--- config.mk ---
export PLATFORM = sky130hd
export DESIGN_NAME = if_fetch_unit
export DESIGN_NICKNAME = d
export VERILOG_FILES = /design/src/rtl/if_fetch_unit.sv
export SDC_FILE = /design/constraint.sdc
export NUM_CORES = 1
export LEC_CHECK = 0
export CORE_MARGIN = 2
export CORE_UTILIZATION = 45
export CTS_CLUSTER_DIAMETER = 30
export DETAILED_ROUTE_END_ITERATION = 10
export PLACE_DENSITY = 0.87
export SYNTH_ARGS = -nofsm -noshare
export SYNTH_HDL_FRONTEND = slang
export SYNTH_SLANG_ARGS = --single-unit
--- constraint.sdc ---
create_clock -name clk -period 5.5 [get_ports clk]
set_clock_uncertainty 0.15 [all_clocks]
set_input_delay 0.55 -clock clk [delete_from_list [all_inputs] [get_ports clk]]
set_output_delay 0.55 -clock clk [all_outputs]
set_load 0.1 [all_outputs]
--- src/rtl/if_fetch_unit.sv ---
// Instruction-fetch stage: owns the PC, drives the instruction SRAM request and
// keeps any redirect that arrives during a stall. Optional IF_ALIGN_CHECK_EN flags misaligned fetches.
module if_fetch_unit #(
  parameter logic [31:0] RESET_PC = 32'hBFBF_FFFC
) (
  input  logic        clk,
  input  logic        rst,
  input  logic [5:0]  stall,
  input  logic [32:0] br_bus,
  output logic [32:0] if_to_id_bus,
  output logic        inst_sram_en,
  output logic [3:0]  inst_sram_wen,
  output logic [31:0] inst_sram_addr,
  output logic [31:0] inst_sram_wdata,
  output logic [31:0] fetch_cnt,
  output logic        if_adel
);

  logic        br_e;
  logic [31:0] br_addr;
  logic [31:0] pc_reg;
  logic        ce_reg;
  logic        pend_v;
  logic [31:0] pend_addr;
  logic [31:0] cnt_reg;
  logic [31:0] next_pc;
  logic        next_ce;
  logic        unused_stall;

  assign br_e         = br_bus[32];
  assign br_addr      = br_bus[31:0];
  // Only stall[0] belongs to this stage; the other bits are for later stages.
  assign unused_stall = ^stall[5:1];

  // A pending redirect is older than a live one, so it wins.
  always_comb begin
    next_pc = pc_reg + 32'd4;
    if (pend_v)
      next_pc = pend_addr;
    else if (br_e)
      next_pc = br_addr;
  end

`ifdef IF_ALIGN_CHECK_EN
  logic adel_r;

  assign next_ce = (next_pc[1:0] == 2'b00);

  always_ff @(posedge clk) begin
    if (rst)
      adel_r <= 1'b0;
    else if (!stall[0] && !next_ce)
      adel_r <= 1'b1;
  end

  assign if_adel = adel_r;
`else
  assign next_ce = 1'b1;
  assign if_adel = 1'b0;
`endif

  always_ff @(posedge clk) begin
    if (rst) begin
      pc_reg    <= RESET_PC;
      ce_reg    <= 1'b0;
      pend_v    <= 1'b0;
      pend_addr <= 32'h0;
      cnt_reg   <= 32'h0;
    end else if (!stall[0]) begin
      pc_reg  <= next_pc;
      ce_reg  <= next_ce;
      pend_v  <= 1'b0;
      cnt_reg <= cnt_reg + {31'h0, ce_reg};
    end else if (br_e) begin
      pend_v    <= 1'b1;
      pend_addr <= br_addr;
    end
  end

  assign if_to_id_bus    = {ce_reg, pc_reg};
  assign inst_sram_en    = ce_reg;
  assign inst_sram_wen   = 4'b0000;
  assign inst_sram_addr  = pc_reg;
  assign inst_sram_wdata = 32'h0;
  assign fetch_cnt       = cnt_reg;

endmodule

-- Word level (Yosys, flattened, before mapping)
Index checks and enable logic that the tools add are counted.
- $add $sub $neg: 2
- mux-type cells: 2
- bitwise gates (word level): 1
- reduce and logical (&&, ||, !) cells: 2
- operators by type and width (cell ; number):
    two-way mux 32 bit ; 2
    adder 32 x 1 -> 32 bit ; 1
    adder 32 x 3 -> 32 bit (second input constant) ; 1
    AND reduction 2 bit ; 1
    OR reduction 2 bit ; 1
    inverter 1 bit ; 1
- bits in registers: 98
- input port bits: 41
- output and inout bits: 135
- logic and storage cells: 12

-- Depth between registers and ports, before layout
- depth after elaboration: 3
- depth in mapped cells: 7
- mapped depth without buffers: 7

-- Least setup slack after synthesis
No wires, ideal clock.
- path type: register to register
- start point: reg ce_reg (netlist: inst_sram_en)
- end point: reg cnt_reg[30] (netlist: fetch_cnt[30])
- arrival time: 2.705 ns
- slack: 2.578 ns
- cell stages (with the launch flop): 8
- path buffers: 0
- period minus slack after synthesis: 2.922 ns
- cells stage by stage: dfxtp_1 ha_1 ha_1 nand4b_1 nor4_2 nand4_1 xor2_1 nor2_1
- cells in the longest elaborated chain, start to end: 1
- RTL lines (element ; RTL line ; source):
    from (decl) ; 22 ; logic ce_reg;
    from (signal assigned) ; 71 ; ce_reg <= next_ce;
    adder 32 x 1 -> 32 bit ; 73 ; cnt_reg <= cnt_reg + {31'h0, ce_reg};
    to (signal assigned) ; 73 ;
    to (decl) ; 25 ; logic [31:0] cnt_reg;
Every way passes these cells.
A chain may end at the register's enable or synchronous reset.

==> impl_metrics.csv <==
group,metric,value,unit
outcome,status,"complete, no violations",
synth,synth_cells,652,
cells_and_area,final_cells,878,
grt,grtUsageTotal,0.202,
grt,grt_pass1_vias,4229,
synth,synthMuxAreaShare,0.00960,
routing,drt_iter0_markers,303,
cells_and_area,final_nets,775,
timing,grt_setup_unrepaired,"false",
critical_path,required,5550,ps
synth,synthTopCellsByArea,"dfxtp_1 (38%), buf_4 (10%), nand2_1 (7.0%), a21oi_1 (6.8%), nor2_1 (4.5%)",
die,die-width,112,um
timing,setup-tns-final,0,ps
critical_path,critPathLaunchType,"primary input",
synth,synth_seq_cells,98,
critical_path,cp.buffers_inverters,1,
synth,yosys.area_share.adder,0.00720,
critical_path,arrival,3180,ps
timing,fin_crit_sh,0.570,
timing,finalHoldViolations,0,
critical_path,r2r_start,"inst_sram_addr[2]",
synth,post-synth-top-count-cell,"dfxtp_1",
timing,timing.fmax,319,MHz
clock_network,h-tree-depth,3,
synth,synth_edf_count,0,
critical_path,criticalPathCategory,"in2reg",
grt,grt_pass1_wl,21100,um
synth,ys_warn_count,0,
cells_and_area,fill_cells,1032,
synth,synth_ff_type,"dfxtp_1",
timing,fin_crit,3130,ps
clock_network,numCtsBuffers,9,
routing,drc,0,
clock_network,cts_setup_buffers,0,
critical_path,startpoint,"stall[0]",
clock_network,clkTransAtPathRegs,70,ps
die,rows,39,
placed_design,dpl.cell_count,863,
routing,firstDrtPassIters,5,
timing,slew_headroom,0.216,
synth,yosys.area_share.simple,0.229,
placed_design,gp_congestion,0.861,
grt,grt.overflow.total,0,
timing,maxSlewViolCount,0,
die,die_area,12500,um2
die,core-area,11400,um2
critical_path,crit_chain,"clkdlybuf4s50_1, nand4b_1, nor4_2, nand4_1, xor2_1, nor2_1",
routing,num_vias,4937,
routing,drt_wl_total,13100,um
routing,ant_nets,0,
die,fp.dieH,112,um
min_path,hold_path.class,"reg2reg",
power,leakagePower,2.44,nW
cells_and_area,antenna_cells,0,
synth,synth_cell_types,56,
timing,setup_viol_count_final,0,
routing,wire_per_inst,14.9,um
clock_network,cts_buffer_depth,2,
routing,avgViaCountPerCell,5.62,
synth,synthArstFlopShare,0,
critical_path,cp-end-kind,"flop",
critical_path,cpLargestDelayFamily,"simple AND/OR/NAND/NOR gates",
clock_network,cts_tree,"yes",
grt,antenna_found_initial,0,
timing,worstMarginPinSlew,1180,ps
synth,synth_common_cells,"dfxtp_1 (98), nand2_1 (97), a21oi_1 (71)",
power,power.density,327,nW/um2
clock_network,ctsResizeCount,0,
placed_design,port_buffers,133,
cells_and_area,final_layout_size_suffix_gt1_frac,0.0476,
timing,hold_slack,303,ps
clock_network,clock_sinks,98,
placed_design,dpl.hpwl,9190,um
clock_network,root_buffer,"clkbuf_16",
synth,avgSynthCellArea,7.99,um2
clock_network,holdBufCountCts,0,
synth,synth_area,5210,um2
synth,synth_top_family_by_area,"simple AND/OR/NAND/NOR gates",
critical_path,crit_slowest_cell,"clkdlybuf4s50_1",
grt,grt_max_degree,44,
die,io_pins,176,
critical_path,cp_max_fo,23,
synth,synthXorXnorAreaFrac,0.0521,
power,vdd_drop_max,0.233,mV
synth,post-synth-top-area-fraction,0.376,
clock_network,insertion_delay,340,ps
cells_and_area,synthToLayoutAreaGrowth,24.0,%
flow_run,maxCapViolations,0,
critical_path,cpPeakStageDelay,890,ps
min_path,worstHoldStart,"pend_addr[1]",
synth,synth_compound_area_frac,0.186,
die,start_util,0.458,
synth,synth_top_area_cell,"dfxtp_1",
synth,yosysSeqAreaShare,0.376,
==> area by class of cell <==
class / count / area, um2 / area share
tap: 143 / 179 / 0.0277
timing repair buffer: 139 / 1370 / 0.212
multi-input combinational: 476 / 2660 / 0.411
clock inverter: 6 / 42.5 / 0.00658
inverter: 7 / 26.3 / 0.00406
sequential: 98 / 1960 / 0.303
clock buffer: 9 / 225 / 0.0348
==> power by group <==
group          total [W]  switching [W]  internal, W  leakage (nW)
registers       0.000790      0.0000458     0.000744         0.802
clock network   0.000579       0.000273     0.000306         0.128
logic           0.000744       0.000586     0.000159          1.51
total            0.00211       0.000904      0.00121          2.44
==> cell families (layout without fill, tap and decap cells) <==
family,after synthesis,after routing
other cells,1,37
simple gates,251,251
flops,98,98
compound gates,149,149
buf+inv,114,161
fa+ha+maj,3,3
xor+xnor,31,31
mux,5,5
==> state kept, by name, summed over array words and instances (netlist names) <==
signal          flops
pend_v              1
pend_addr          32
inst_sram_addr     32
inst_sram_en        1
fetch_cnt          32
==> layer usage <==
layer | part of all wire | global-route usage
met1 | 0.42 | 0.273
met2 | 0.48 | 0.328
met3 | 0.090 | 0.0495
met4 | 0.0046 | 0.0502
met5 | 0 | 0
==> per-stage QoR <==
stage | power [W] | setup slack [ps] | util | area, um2
6_report | 0.00211 | 2370 | 0.569 | 6460
5_1_grt | 0.00219 | 2130 | 0.569 | 6460
4_1_cts | 0.00213 | 2350 | 0.569 | 6460
3_5_place_dp | 0.00155 | 1990 | 0.545 | 6200
3_3_place_gp | 0.00154 | 2050 | 0.545 | 6200
2_1_floorplan | 0.00144 | 2580 | - | 5350
==> cell usage in the layout, fill, tap and decap left out, drive strengths merged, types with 3 or more instances in the layout <==
master           n
a211o            3
a21oi           72
a221o            7
a221oi          14
a2bb2oi          5
a31oi            9
and2             5
and3             9
and4             7
buf              7
clkbuf           9
clkdlybuf4s50  132
conb            37
dfxtp           98
ha               3
inv              9
mux2i            5
nand2           97
nand2b           5
nand3           25
nand4           16
nor2            62
nor3             5
nor4             8
o21a             3
o21ai           12
o22a             7
o41ai            4
or2              3
xnor2            6
xor2            25
==> worst register-to-register path, stage by stage, from the launching register on <==
cell and delay [ps]:
dfxtp_1 470, ha_1 280, nand4_1 330, nor3_1 820
nand3_1 210, xor2_1 190, a21oi_1 170
==> worst paths after layout <==
kind / cells after the start / slack (ps) / endpoint
max reg2reg: 6 / 2820 / inst_sram_addr[26]
min reg2reg: 2 / 300 / pend_addr[1]
max: 6 / 2370 / fetch_cnt[16]
min: 2 / 300 / pend_addr[1]
No activity file was read; power rests on OpenSTA's default activity.
